==> config.mk <==
export PLATFORM = sky130hd
export DESIGN_NAME = comma_aligner
export DESIGN_NICKNAME = d
export VERILOG_FILES = /design/src/rtl/serdes_pkg.sv /design/src/rtl/comma_detect.sv /design/src/rtl/comma_aligner.sv
export SDC_FILE = /design/constraint.sdc
export NUM_CORES = 1
export LEC_CHECK = 0
export ABC_AREA = 1
export ABC_CLOCK_PERIOD_IN_PS = 1900
export CAP_MARGIN = 20
export CORE_MARGIN = 3
export CORE_UTILIZATION = 55
export CTS_BUF_LIST = sky130_fd_sc_hd__clkbuf_2
export CTS_CLUSTER_SIZE = 16
export DETAILED_ROUTE_END_ITERATION = 8
export GPL_ROUTABILITY_DRIVEN = 0
export PLACE_DENSITY = 0.86
export REMOVE_ABC_BUFFERS = 1
export SLEW_MARGIN = 10
export SYNTH_ARGS = -nofsm -noshare
export SYNTH_HDL_FRONTEND = slang
export SYNTH_SLANG_ARGS = --single-unit
==> constraint.sdc <==
create_clock -name BitCLK -period 1.9 [get_ports BitCLK]
set_input_delay 0.38 -clock BitCLK [delete_from_list [all_inputs] [get_ports BitCLK]]
set_output_delay 0.38 -clock BitCLK [all_outputs]
set_load 0.03 [all_outputs]
==> src/rtl/serdes_pkg.sv <==
// Shared receive-path constants: K28.5 codes, 7-bit comma patterns
// and the word-aligner state encoding.
package serdes_pkg;

   localparam logic [9:0] K28_5_RDN = 10'b0011111010;
   localparam logic [9:0] K28_5_RDP = 10'b1100000101;

   localparam logic [6:0] COMMA_P7 = 7'b0011111;
   localparam logic [6:0] COMMA_N7 = 7'b1100000;

   typedef enum logic [1:0] {
      HUNT   = 2'd0,
      PEND   = 2'd1,
      LOCKED = 2'd2
   } align_state_t;

   function automatic int max_int(input int a, input int b);
      return (a > b) ? a : b;
   endfunction

endpackage

==> src/rtl/comma_detect.sv <==
// Combinational comma recogniser on a 10-bit window (sr -> comma).
// COMMA_ANY_EN: match the 7-bit comma prefix (K28.1/5/7); else K28.5 only.
module comma_detect
   import serdes_pkg::*;
(
   input  logic [9:0] sr,
   output logic       comma
);

`ifdef COMMA_ANY_EN
   logic unused_low;

   assign unused_low = ^sr[2:0];
   assign comma = (sr[9:3] == COMMA_P7) ||
                  (sr[9:3] == COMMA_N7);
`else
   assign comma = (sr == K28_5_RDN) ||
                  (sr == K28_5_RDP);
`endif

endmodule

==> src/rtl/comma_aligner.sv <==
// Serial-to-10b word aligner with HUNT/PEND/LOCKED sync state machine.
// Ports: BitCLK, Reset (async low), RxSerial in; RxParallel_10,
// RxDataValid, RxComma, RxLocked out. Option macro: COMMA_ANY_EN.
module comma_aligner
   import serdes_pkg::*;
#(
   parameter int LOCK_CNT = 3,
   parameter int LOSS_CNT = 4
)
(
   input  logic       BitCLK,
   input  logic       Reset,
   input  logic       RxSerial,
   output logic [9:0] RxParallel_10,
   output logic       RxDataValid,
   output logic       RxComma,
   output logic       RxLocked
);

   localparam int CW = $clog2(max_int(LOCK_CNT, LOSS_CNT) + 1);
   localparam logic [CW-1:0] LOCK_V = CW'(LOCK_CNT);
   localparam logic [CW-1:0] LOSS_V = CW'(LOSS_CNT);
   localparam logic [CW-1:0] ONE    = CW'(1);

   align_state_t state, state_nx;

   logic [9:0]    sr;
   logic [3:0]    cnt, cnt_nx;
   logic [CW-1:0] good, good_nx, good_inc;
   logic [CW-1:0] bad, bad_nx, bad_inc;
   logic          comma;
   logic          aligned;
   logic          emit;

   comma_detect u_det (
      .sr    (sr),
      .comma (comma)
   );

   assign aligned  = (cnt == 4'd9);
   assign good_inc = (good >= LOCK_V) ? good : good + ONE;
   assign bad_inc  = (bad >= LOSS_V) ? bad : bad + ONE;

   always_comb begin
      state_nx = state;
      cnt_nx   = aligned ? 4'd0 : cnt + 4'd1;
      good_nx  = good;
      bad_nx   = bad;
      emit     = 1'b0;
      unique case (state)
         HUNT: begin
            if (comma) begin
               emit    = 1'b1;
               cnt_nx  = 4'd0;
               good_nx = ONE;
               // a single comma is enough when LOCK_CNT is 1
               if (ONE >= LOCK_V) begin
                  state_nx = LOCKED;
                  bad_nx   = '0;
               end else begin
                  state_nx = PEND;
               end
            end
         end
         PEND: begin
            if (aligned) begin
               emit = 1'b1;
               if (comma) begin
                  good_nx = good_inc;
                  if (good_inc >= LOCK_V) begin
                     state_nx = LOCKED;
                     bad_nx   = '0;
                  end
               end
            end else if (comma) begin
               // boundary was wrong: restart on this comma
               emit    = 1'b1;
               cnt_nx  = 4'd0;
               good_nx = ONE;
            end
         end
         LOCKED: begin
            if (aligned) begin
               emit = 1'b1;
               if (comma) begin
                  bad_nx = '0;
               end
            end else if (comma) begin
               // boundary stays frozen; only count the slip
               bad_nx = bad_inc;
               if (bad_inc >= LOSS_V) begin
                  state_nx = HUNT;
               end
            end
         end
         default: begin
            state_nx = HUNT;
         end
      endcase
   end

   always_ff @(posedge BitCLK or negedge Reset) begin
      if (!Reset) begin
         state         <= HUNT;
         sr            <= '0;
         cnt           <= '0;
         good          <= '0;
         bad           <= '0;
         RxParallel_10 <= '0;
         RxDataValid   <= 1'b0;
         RxComma       <= 1'b0;
      end else begin
         state       <= state_nx;
         sr          <= {sr[8:0], RxSerial};
         cnt         <= cnt_nx;
         good        <= good_nx;
         bad         <= bad_nx;
         RxDataValid <= emit;
         if (emit) begin
            RxParallel_10 <= sr;
            RxComma       <= comma;
         end
      end
   end

   assign RxLocked = (state == LOCKED);

endmodule

After elaboration in Yosys (flattened, before gate mapping)
Index checks and enable logic that the tools add are counted.
{"block": "word_totals", "word_cells": 64, "inputBits": 3, "out_inout_bits": 13, "reg_bits": 34}
{"block": "op_classes", "n_addsub": 3, "n_eq_ne": 13, "reduce_logical": 7, "n_mux": 29, "n_lt_le_gt_ge": 4}
{"cell": "$mux 3", "count": 11}
{"cell": "$mux 2", "count": 7}
{"cell": "$mux 4", "count": 3}
{"cell": "$pmux 3 s2", "count": 2}
{"cell": "$eq 10x10->1 const B", "count": 1}
{"cell": "$eq 10x8->1 const B", "count": 1}
{"cell": "$ne 2x2->1 const B", "count": 5}
{"cell": "$pmux 4 s2", "count": 1}
{"cell": "$reduce_and 7->1", "count": 1}
{"cell": "$add 3x1->3 const B", "count": 2}
{"cell": "$ge 3x2->1 const B", "count": 2}
{"cell": "$ge 3x3->1 const B", "count": 2}
{"cell": "$pmux 2 s3", "count": 1}
{"cell": "$reduce_and 5->1", "count": 1}
{"cell": "$add 4x1->4 const B", "count": 1}
{"cell": "$eq 4x4->1 const B", "count": 1}
{"cell": "$ne 2x1->1 const B", "count": 2}
{"cell": "$reduce_bool 2->1", "count": 2}
{"cell": "$mux 1", "count": 3}
{"cell": "$ne 3x3->1 const B", "count": 1}
{"cell": "$pmux 1 s3", "count": 1}
{"cell": "$eq 2x1->1 const B", "count": 1}
{"cell": "$eq 2x2->1 const B", "count": 1}
{"cell": "$logic_not 2->1", "count": 1}
{"cell": "other kinds (2)", "count": 2}

Longest topological paths before layout
Gate-level depths: netlist of run 1.
{"block": "depth", "ltp_word": 7, "mapped_depth": 11, "depth_no_buf": 11}

Modules after synthesis
From an unflattened synthesis of run 1, not the netlist that was laid out.
{"block": "unflattened", "hier_cells": 178, "hier_area_um2": 1537.7}
{"mod": "comma_aligner", "seq_area_each_um2": 850.8, "cells_each": 157, "area_per_inst_um2": 1456.4, "instances": 1}
{"mod": "comma_detect", "seq_area_each_um2": 0.0, "cells_each": 21, "area_per_inst_um2": 81.3, "instances": 1}

Least setup slack after synthesis of run 1
Ideal clock, no wire load.
{"block": "synth_path", "path_type": "reg2reg", "start": "reg good[0]", "end": "reg bad[2]", "synth_period_minus_slack_ps": 1640, "path_stages_with_launch": 11, "n_path_buf": 0, "arrival_ps": 1523, "setup_slack_ps": 260, "required_time_ps": 1783, "setup_ps": 117, "cell_sequence": "dfrtp_1 > ha_1 > ha_1 > nor2_1 > nand2_1 > o21ai_0 > inv_1 > nand3_1 > nand3_2 > nand2_1 > nand2_1"}
{"block": "synth_between", "elab_chain_cells": 5, "word_cells_on_any_way": 6, "classes_between": "1 x add/sub; 2 x order compare; 1 x eq/ne; 1 x mux; 1 x reduce/logical"}
{"element": "start, declared", "line_no": "comma_aligner.sv:29", "text": "logic [CW-1:0] good, good_nx, good_inc;"}
{"element": "start signal, assigned", "line_no": "comma_aligner.sv:116", "text": "good <= good_nx;"}
{"element": "$add 3x1->3 or $ge 3x2->1 (tied branches)", "line_no": "comma_aligner.sv:41", "text": "assign good_inc = (good >= LOCK_V) ? good : good + ONE;"}
{"element": "$mux 3 *", "line_no": "comma_aligner.sv:41"}
{"element": "$ge 3x2->1 *", "line_no": "comma_aligner.sv:70", "text": "if (good_inc >= LOCK_V) begin"}
{"element": "$ne 2x2->1 (no line) *"}
{"element": "$reduce_and 5->1 (no line) *"}
{"element": "end signal, assigned", "line_no": "comma_aligner.sv:117", "text": "bad <= bad_nx;"}
{"element": "end, declared", "line_no": "comma_aligner.sv:30", "text": "logic [CW-1:0] bad, bad_nx, bad_inc;"}
Mark *: on every way between the ends. The rest lies on a longest branch, timed or not.
A chain may end at the register's enable or synchronous reset.

Worst setup path in the final report of run 1
{"block": "layout_path", "start": "reg RxParallel_10[8]", "end": "out RxParallel_10[8]"}
{"element": "start, declared", "line_no": "comma_aligner.sv:14", "text": "output logic [9:0] RxParallel_10,"}
{"element": "start signal, assigned", "line_no": "comma_aligner.sv:120", "text": "RxParallel_10 <= sr;"}
No word-level cell between the ends.

==> results of run 1 <==
==> through the flow <==
stage	cell area, µm²	setup WS (ns)	hold slack, ns
after floorplan	1600	0.260	0.0844
after global placement	1800	0.139	0.380
after detailed placement	1800	0.00559	0.394
after CTS	1840	0.0250	0.388
after global routing	1840	0.000511	0.376
final	1840	0.0987	0.396
==> sequential cells by signal, summed over array words and instances (netlist names) <==
register,cells
good,3
bad,3
cnt,4
RxParallel_10,10
state,2
sr,10
RxDataValid,1
RxComma,1
==> cells in the mapped netlist (2+ instances only) <==
cell	instances	share of area, %
a211oi_1	2	0.93
a21oi_1	5	1.5
a21oi_2	5	2.7
dfrtp_1	34	53
ha_1	6	4.6
inv_1	17	3.9
inv_2	3	0.69
nand2_1	43	10
nand2_4	2	1.4
nand2_8	2	2.5
nand3_1	13	4.0
nand3_2	3	1.9
nand4_1	4	1.5
nor2_1	18	4.2
o21ai_0	4	1.2
==> final timing paths <==
kind | from | to | slack (ns) | cells past startpoint
worst max-delay path | RxParallel_10[8] | RxParallel_10[8] | 0.1 | 1
worst min-delay path | Reset | good[0] | 0.40 | 2
worst max register to register | good[0] | bad[2] | 0.13 | 10
worst min register to register | sr[5] | sr[6] | 0.42 | 0
max in group asynchronous | Reset | RxParallel_10[1] | 1.19 | 2
min in group BitCLK | sr[5] | sr[6] | 0.42 | 0
==> cell families (layout without fill, tap and decap cells) <==
group	after synthesis	in the layout	synth area share, %
buffers and inverters	21	44	5.87
DFF	34	34	52.5
AOI/OAI and AO/OA	19	19	8.57
and+or+nand+nor	90	90	27.9
adders and majority gates	6	6	4.63
xor gates and xnor gates	1	1	0.541
==> layer usage <==
metal	wire length, µm	part of all wire, %	up-vias
met2	1480	51	21
met3	105	3.6	4
met5	0	0	-
met4	46	1.6	0
met1	1250	43	574
li1	-	-	597
==> power breakdown <==
group | total, mW | leakage, nW | internal, mW | switching (mW)
registers | 0.953 | 0.434 | 0.857 | 0.0959
clock network | 0.314 | 0.0304 | 0.0906 | 0.224
logic | 0.680 | 0.460 | 0.279 | 0.401
total | 1.95 | 0.924 | 1.23 | 0.721
==> cell type report <==
| type | instances | area [µm²] |
|---|---|---|
| clock inverter | 2 | 8.76 |
| multi-input combinational | 116 | 682 |
| sequential | 34 | 851 |
| tap | 31 | 38.8 |
| inverter | 20 | 75.1 |
| timing repair buffer | 16 | 155 |
| clock buffer | 6 | 30.0 |
| fill | 225 | 941 |
==> timing repair <==
action                                  4_1_cts  5_1_grt
endpoints found under the setup margin        4        7
gates resized for setup                       2        5
gates cloned                                  0        0
==> metrics.md, run 1 <==
| Metric | Value |
|---|---|
| Status | completed |
| Global route total overflow | 0 |
| Met3 usage | 7.13% |
| Post-CTS Setup Inserts | 0 |
| Slowest CP cell | clkdlybuf4s50_1 |
| Met1 global-route usage | 22.9% |
| Die Ht | 60.3 µm |
| DIE WIDTH | 60.3 µm |
| CTS buffer count | 5 |
| Final min period | 1.80 ns |
| Antenna Diode Count | 0 |
| Startpoint Class | register |
| Global routing's busiest layer | met2 |
| Starting Density | 58.3% |
| Sequential share of the synthesized area | 52.5% |
| Synthesis Warnings | 0 |
| Synth Area per Inst | 9.48 µm² |
| Fin Clk Skew | 0.0135 ns |
| Hold_buf cts | 0 |
| Main flop type after synthesis | dfrtp_1 |
| Vias in the first global route | 1176 |
| Initial antenna violation count | 0 |
| Synth-to-Final Area Change | 13.6% |
| HP Class | in2async |
| DR vias/cell | 5.32 |
| Die ar. | 3630 µm² |
| Worst-path clk slew | 0.16 ns |
| Share of cells above drive strength 1 | 16.5% |
| CTS tree | yes |
| Count of final setup violators | 0 |
| Most frequent cells in the layout | nand2_1 (43), dfrtp_1 (34), inv_1 (17), nor2_1 (17), clkdlybuf4s50_1 (13) |
| Vias | 1196 |
| CTS H-Tree Depth | 2 |
| Placed insts | 217 |
| DRT Pass-1 Iters | 4 |
| CP top delay family | buffers and inverters |
| I/O pin total | 16 |
| Critical path required time | 1.52 ns |
| Post-DRT Antenna Nets | 0 |
| RSZ-0062 raised after global routing | false |
| Clock latency at the later pin of the worst-skew pair | 0.36 ns |
| Post-DP HPWL | 2190 µm |
| Overall Global Routing Usage | 19.7% |
| Site Rows | 19 |
| Final Core Density | 66.2% |
| Non-Filler Instances | 225 |
| Worst-margin pin slew | 0.426 ns |
| Post-layout nets | 202 |
| PwrDens | 1060 nW/µm² |
| DRT iter0 DRCs | 46 |
| Syn Inst Count | 171 |
| Drt wl/cell | 12.8 µm |
| Total power | 1.95 mW |
| Synth Register Bits | 34 |
| Clk sinks | 34 |
| First-pass GRT wire length | 5080 µm |
| Rel. slew slack | 71.6% |
| Largest net degree at the start of global routing | 35 |
| Final Cycle Share | 94.8% |
| Commonest non-fill, non-tap cell in the layout | nand2_1 |
| Fmax | 555 MHz |
| Final Max Slew Viols | 0 |
| TNS Setup | 0 ns |
| Arr. time, crit path | 1.42 ns |
| Final Hold Viols | 0 |
| CTS root buf | clkbuf_2 |
| Synthesized area | 1620 µm² |
| Worst vdd ir | 0.865 mV |
| Port Buf Inserts | 15 |
| Max clock buf depth | 2 |
| Met2 usage | 31.6% |
| Core ar. | 2780 µm² |
| CP Buf/Inv Count | 1 |
| Critical path's largest stage delay | 0.67 ns |
| Post-synth EDFFs | 0 |
| Critical path class | reg2out |
| Max-cap violations | 0 |
| Crit end category | output port |
| Detailed-route DRC error count | 0 |
| Routed WL | 2880 µm |
| LEAKAGE | 0.924 nW |
| Synth async-reset ratio | 100% |
| CP Max Fanout | 2 |
| Synth unique cells | 25 |
| CP Cell Sequence | clkdlybuf4s50_1 |
No activity file was read; power rests on OpenSTA's default activity.
==> inputs of run 2 (changes only) <==
- PLACE_DENSITY: 0.86 -> 0.83
- SKIP_CTS_REPAIR_TIMING: not set -> 1
==> run 2 against run 1 <==
Compared with the run above:
- sequential power about the same
- largest cell class unchanged
- wire length decreased by 4.5%
- utilization up 1.3 points
- via count down 1.4%
- sequential cell count unchanged
- critical path type unchanged
- first-iteration DRC count grew 20%
- global-route usage is 1.5 points lower
==> metrics.md, run 2 (synthesis gave the netlist of run 1 again) <==
| Metric | Value |
|---|---|
| Fmax | 553 MHz (-0.31%) |
| Critical path's largest stage delay | 0.67 ns (about the same) |
| Combinational fraction of design power | 32.3% (-2.6 points) |
| Worst r2r path cells | 10 (unchanged) |
| Clock latency at the later pin of the worst-skew pair | 0.36 ns (about the same) |
| Final min period | 1.81 ns (+0.00567 ns) |
| Fillers | 224 (-0.44%) |
| DRT iter0 DRCs | 55 (+20%) |
| PwrDens | 1100 nW/µm² (+3.6%) |
| Clock share of power | 21.4% (+5.3 points) |
| Critical path class | reg2out |
| I/O pin total | 16 (unchanged) |
| Routed WL | 2750 µm (-4.5%) |
| Synth-to-Final Area Change | 15.8% |
| Global routing's busiest layer | met2 |
| RSZ-0062 raised after global routing | false |
| CTS tree | yes |
| Clk sinks | 34 (unchanged) |
| Slowest CP cell | clkdlybuf4s50_1 |
| Max clock buf depth | 2 (unchanged) |
| Crit end category | output port |
| CP Buf/Inv Count | 1 (unchanged) |
| Final worst setup slack | 0.0931 ns (-0.00567 ns) |
| Worst vdd ir | 0.893 mV (+3.2%) |
| Max-cap violations | 0 (unchanged) |
| Internal | 1.35 mW (+9.9%) |
| Initial antenna violation count | 0 (unchanged) |
| Starting Density | 58.3% (unchanged) |
| HP Class | in2async |
| CP Max Fanout | 2 (unchanged) |
| Non-Filler Instances | 225 (unchanged) |
| Post-DRT Antenna Nets | 0 (unchanged) |
| Sequential share of power | 46.3% (-2.6 points) |
| Core ar. | 2780 µm² (unchanged) |
| Biggest regs | RxParallel_10 x10, sr x10, cnt x4 |
| Antenna Diode Count | 0 (unchanged) |
| Fin Clk Skew | 0.0148 ns (+0.00127 ns) |
| Final Hold Viols | 0 (unchanged) |
| LEAKAGE | 0.953 nW (+3.1%) |
| Post-Place Worst Slack | 0.00689 ns (+0.00131 ns) |
| Count of final setup violators | 0 (unchanged) |
| Die ar. | 3630 µm² (unchanged) |
| CP top delay family | buffers and inverters |
| CTS buffer count | 5 (unchanged) |
| Placed insts | 217 (unchanged) |
| DR vias/cell | 5.24 (-1.4%) |
| Detailed-route DRC error count | 0 (unchanged) |
| CTS H-Tree Depth | 2 (unchanged) |
| Site Rows | 19 (unchanged) |
| Post-DP HPWL | 2130 µm (-2.7%) |
| Port Buf Inserts | 15 (unchanged) |
| DRT Pass-1 Iters | 4 (unchanged) |
| CP Cell Sequence | clkdlybuf4s50_1 |
| Share of cells above drive strength 1 | 16.0% (-0.52 points) |
| Arr. time, crit path | 1.43 ns (about the same) |
| Rel. slew slack | 72.2% (+0.57 points) |
| Met1 global-route usage | 22.4% (-0.51 points) |
| Vias | 1179 (-1.4%) |
| Status | completed |
| Multi-input gate area | 682 µm² (unchanged) |
| Die Ht | 60.3 µm (unchanged) |
| Register Area | 851 µm² (unchanged) |
| Post-layout nets | 203 (+0.50%) |
| Drt wl/cell | 12.2 µm (-4.5%) |
| Crit. Startpoint | RxParallel_10[8] |
| Met2 usage | 29.9% (-1.7 points) |
| Overall Global Routing Usage | 18.2% (-1.5 points) |
| Critical path required time | 1.52 ns (about the same) |
| Global route total overflow | 0 (unchanged) |
| Vias in the first global route | 1180 (+0.34%) |
| CP Depth | 1 (unchanged) |
| Final Max Slew Viols | 0 (unchanged) |
| Startpoint Class | register |
| Largest net degree at the start of global routing | 35 (unchanged) |
| Met3 usage | 4.54% (-2.6 points) |
| DIE WIDTH | 60.3 µm (unchanged) |
| Worst-path clk slew | 0.17 ns (about the same) |
| CTS root buf | clkbuf_2 |
| Worst-margin pin slew | 0.417 ns (-0.00855 ns) |
| Worst reg2reg path startpoint | good[0] |
| First-pass GRT wire length | 4840 µm (-4.8%) |
| Most frequent cells in the layout | nand2_1 (43), dfrtp_1 (34), inv_1 (17), nor2_1 (17), clkdlybuf4s50_1 (13) |
| Switching share of total power | 34.5% (-2.5 points) |
| Sw power | 0.709 mW (-1.6%) |
| Commonest non-fill, non-tap cell in the layout | nand2_1 |
| Final Cycle Share | 95.1% (+0.30 points) |
[run 2: cell types whose count changed in the layout (fill, tap and decap cells not counted), sizes merged]
cell,previous run,this run
buf,1,2
clkinv,2,1
bufinv,0,1
dlymetal6s2s,1,2
clkbuf,7,5
[run 2: layout make-up]
| class | count | area share [%] |
|---|---|---|
| clock buffer | 5 | 1.33 |
| clock inverter | 2 | 1.80 |
| inverter | 20 | 4.00 |
| multi-input combinational | 116 | 36.4 |
| sequential | 34 | 45.4 |
| tap | 31 | 2.07 |
| timing repair buffer | 17 | 9.07 |
[run 2: worst paths after layout]
kind,slack (ns),to
max in group asynchronous,1.21,bad[1]
min,0.38,cnt[3]
max reg2reg,0.10,bad[0]
min in group BitCLK,0.41,sr[6]
max,0.09,RxParallel_10[8]
min reg2reg,0.41,sr[6]
[run 2: power by group through the flow]
stage                     Combinational [mW]  Sequential [mW]  Clock [mW]
final                                  0.664            0.952       0.440
after global routing                   0.721            0.976       0.485
after CTS                              0.672            0.956       0.452
after detailed placement               0.670            0.972           0
after global placement                 0.649            0.956           0
after floorplan                        0.269             1.12           0
[run 2: metal layers]
metal / part of all wire, % / vias up
li1: - / 598
met1: 46 / 555
met2: 48 / 19
met3: 3.9 / 7
met4: 1.9 / 0
met5: 0 / -
[run 2: stage by stage]
| stage | util (%) | power (mW) | hold slack [ns] | cell area [µm²] | setup TNS, ns |
|---|---|---|---|---|---|
| after global routing | 67.4 | 2.18 | 0.393 | 1880 | 0 |
| final | 67.4 | 2.06 | 0.379 | 1880 | 0 |
| after floorplan | - | 1.38 | 0.0844 | 1600 | 0 |
| after detailed placement | 64.6 | 1.64 | 0.385 | 1800 | 0 |
| after CTS | 66.7 | 2.08 | 0.385 | 1860 | -0.351 |
| after global placement | 64.6 | 1.61 | 0.379 | 1800 | 0 |
==> inputs of run 3 (changes only) <==
--- a/config.mk
+++ b/config.mk
@@ -8,5 +8,5 @@
 export ABC_AREA = 1
 export ABC_CLOCK_PERIOD_IN_PS = 1900
-export CAP_MARGIN = 20
+export CAP_MARGIN = 40
 export CORE_MARGIN = 3
 export CORE_UTILIZATION = 55
==> constraint.sdc (replaced) <==
create_clock -name BitCLK -period 1.9 [get_ports BitCLK]
set_input_delay 0.38 -clock BitCLK [delete_from_list [all_inputs] [get_ports BitCLK]]
set_output_delay 0.38 -clock BitCLK [all_outputs]
set_load 0.01 [all_outputs]
==> run 3 against run 2 <==
Compared with the run above:
- global-route usage rose by 1.6 points
- final cell count increased by 1.3%
- highest routed layer unchanged
- total power decreased by 10%
- critical path type is now reg2reg
- sequential cell count unchanged
- largest cell class unchanged
- worst hold slack lost 0.013 ns
==> metrics.md, run 3 (synthesis gave the netlist of run 1 again) <==
| Metric | Value |
|---|---|
| DRT iter0 DRCs | 44 (-20%) |
| Drt wl/cell | 12.9 µm (+5.8%) |
| PwrDens | 985 nW/µm² (-10%) |
| Max-cap violations | 0 (unchanged) |
| Post-DRT Antenna Nets | 0 (unchanged) |
| Final Hold Viols | 0 (unchanged) |
| CP Max Fanout | 4 (+2) |
| CTS root buf | clkbuf_2 |
| Status | completed |
| Die Ht | 60.3 µm (unchanged) |
| Top routing layer used | met4 |
| First-pass GRT wire length | 5260 µm (+8.7%) |
| CTS H-Tree Depth | 2 (unchanged) |
| Arr. time, crit path | 2.01 ns (+0.58 ns) |
| WL met3 | 114 µm (+6.5%) |
| Core ar. | 2780 µm² (unchanged) |
| Register Area | 852 µm² (+0.15%) |
| Final Cycle Share | 91.5% (-3.6 points) |
| Biggest regs | RxParallel_10 x10, sr x10, cnt x4 |
| Critical path class | reg2reg |
| Vias in the first global route | 1216 (+3.1%) |
| DR vias/cell | 5.23 (-0.23%) |
| Overall Global Routing Usage | 19.9% (+1.6 points) |
| Worst-margin pin slew | 0.421 ns (+0.00372 ns) |
| CTS tree | yes |
| Multi-input gate area | 682 µm² (unchanged) |
| Vias | 1192 (+1.1%) |
| Post-DP HPWL | 2180 µm (+2.2%) |
| M1 wire length | 1320 µm (+4.1%) |
| Worst vdd ir | 0.857 mV (-4.1%) |
| Met2 wire len | 1450 µm (+9.6%) |
| Port Buf Inserts | 15 (unchanged) |
| Clock latency at the later pin of the worst-skew pair | 0.38 ns (+0.02 ns) |
| Worst-path clk slew | 0.19 ns (+0.02 ns) |
| Largest net degree at the start of global routing | 35 (unchanged) |
| DIE WIDTH | 60.3 µm (unchanged) |
| Final min period | 1.74 ns (-0.0689 ns) |
| Startpoint Class | register |
| Fillers | 233 (+4.0%) |
| Critical path required time | 2.17 ns (+0.65 ns) |
| Die ar. | 3630 µm² (unchanged) |
| Global route total overflow | 0 (unchanged) |
| Crit end category | register |
| Clk sinks | 34 (unchanged) |
| CTS buffer count | 5 (unchanged) |
| Count of final setup violators | 0 (unchanged) |
| Detailed-route DRC error count | 0 (unchanged) |
| Starting Density | 58.3% (unchanged) |
| Routed WL | 2950 µm (+7.2%) |
| Rel. slew slack | 71.9% (-0.25 points) |
| HP Class | in2async |
| Non-Filler Instances | 228 (+1.3%) |
| Fmax | 575 MHz (+4.0%) |
| Commonest non-fill, non-tap cell in the layout | nand2_1 |
| I/O pin total | 16 (unchanged) |
| Site Rows | 19 (unchanged) |
| RSZ-0062 raised after global routing | false |
| Antenna Diode Count | 0 (unchanged) |
| Fin Clk Skew | 0.0272 ns (+0.0124 ns) |
| DRT Pass-1 Iters | 5 (+1) |
| Synth-to-Final Area Change | 15.5% |
| Final Max Slew Viols | 0 (unchanged) |
| Share of cells above drive strength 1 | 17.8% (+1.8 points) |
| Post-layout nets | 205 (+0.99%) |
| Initial antenna violation count | 0 (unchanged) |
| Placed insts | 218 (+0.46%) |
| Most frequent cells in the layout | nand2_1 (43), dfrtp_1 (33), inv_1 (17), nor2_1 (17), clkdlybuf4s50_1 (14) |
| Total power | 1.84 mW (-10%) |
| LEAKAGE | 0.936 nW (-1.8%) |
| Max clock buf depth | 2 (unchanged) |
run 3: cell count changes in the layout (fill, tap and decap cells not counted), sizes merged:
cell | before | now
buf | 2 | 4
bufinv | 1 | 0
clkdlybuf4s50 | 13 | 14
clkinv | 1 | 2
clkinvlp | 0 | 1
dlymetal6s2s | 2 | 1
run 3: area by class of cell:
| cell class | instances | area share, % |
|---|---|---|
| Sequential cell | 34 | 45.5 |
| Multi-Input combinational cell | 116 | 36.4 |
| Clock inverter | 3 | 0.869 |
| Timing Repair Buffer | 19 | 9.76 |
| Tap cell | 31 | 2.07 |
| Inverter | 20 | 4.01 |
| Clock buffer | 5 | 1.34 |
run 3: critical path, stage by stage (launching register included):
cell and delay [ns]:
dfrtp_1 0.44, ha_1 0.22, ha_1 0.20, nor2_2 0.12, nand2_1 0.10, o21ai_1 0.13
inv_1 0.08, nand3_2 0.11, nand3_2 0.11, nand2_1 0.08, nand2_1 0.05
run 3: per-stage QoR:
stage          hold slack, ns  utilization [%]  setup slack (ns)  TNS [ns]  instance area (µm²)
6_report                0.366             67.3             0.162         0                 1870
3_3_place_gp            0.380             64.9             0.203         0                 1800
2_1_floorplan          0.0844                -             0.260         0                 1600
5_1_grt                 0.385             67.3            0.0175         0                 1870
3_5_place_dp            0.384             64.9            0.0374         0                 1800
4_1_cts                 0.370             66.4            -0.170    -0.170                 1850
run 3: per-layer routing:
metal / GRT usage (%) / up-vias
met5: 0 / -
met4: 9.49 / 0
met3: 6.48 / 6
met2: 33.0 / 27
met1: 22.9 / 560
li1: - / 599
run 3: power breakdown:
group | internal, mW | switching [mW] | total [mW] | leakage (nW)
clock | 0.0839 | 0.244 | 0.328 | 0.0264
combinational | 0.288 | 0.271 | 0.559 | 0.477
sequential | 0.857 | 0.100 | 0.957 | 0.432
run 3: path summary, 6_finish.rpt:
kind | startpoint | endpoint | slack (ns) | cells after the start
setup / recovery | good[0] | bad[0] | 0.16 | 10
hold / removal | Reset | cnt[3] | 0.37 | 2
setup reg to reg | good[0] | bad[0] | 0.16 | 10
hold reg to reg | sr[4] | sr[5] | 0.41 | 0
max in group asynchronous | Reset | good[0] | 1.21 | 2
min in group BitCLK | sr[4] | sr[5] | 0.41 | 0
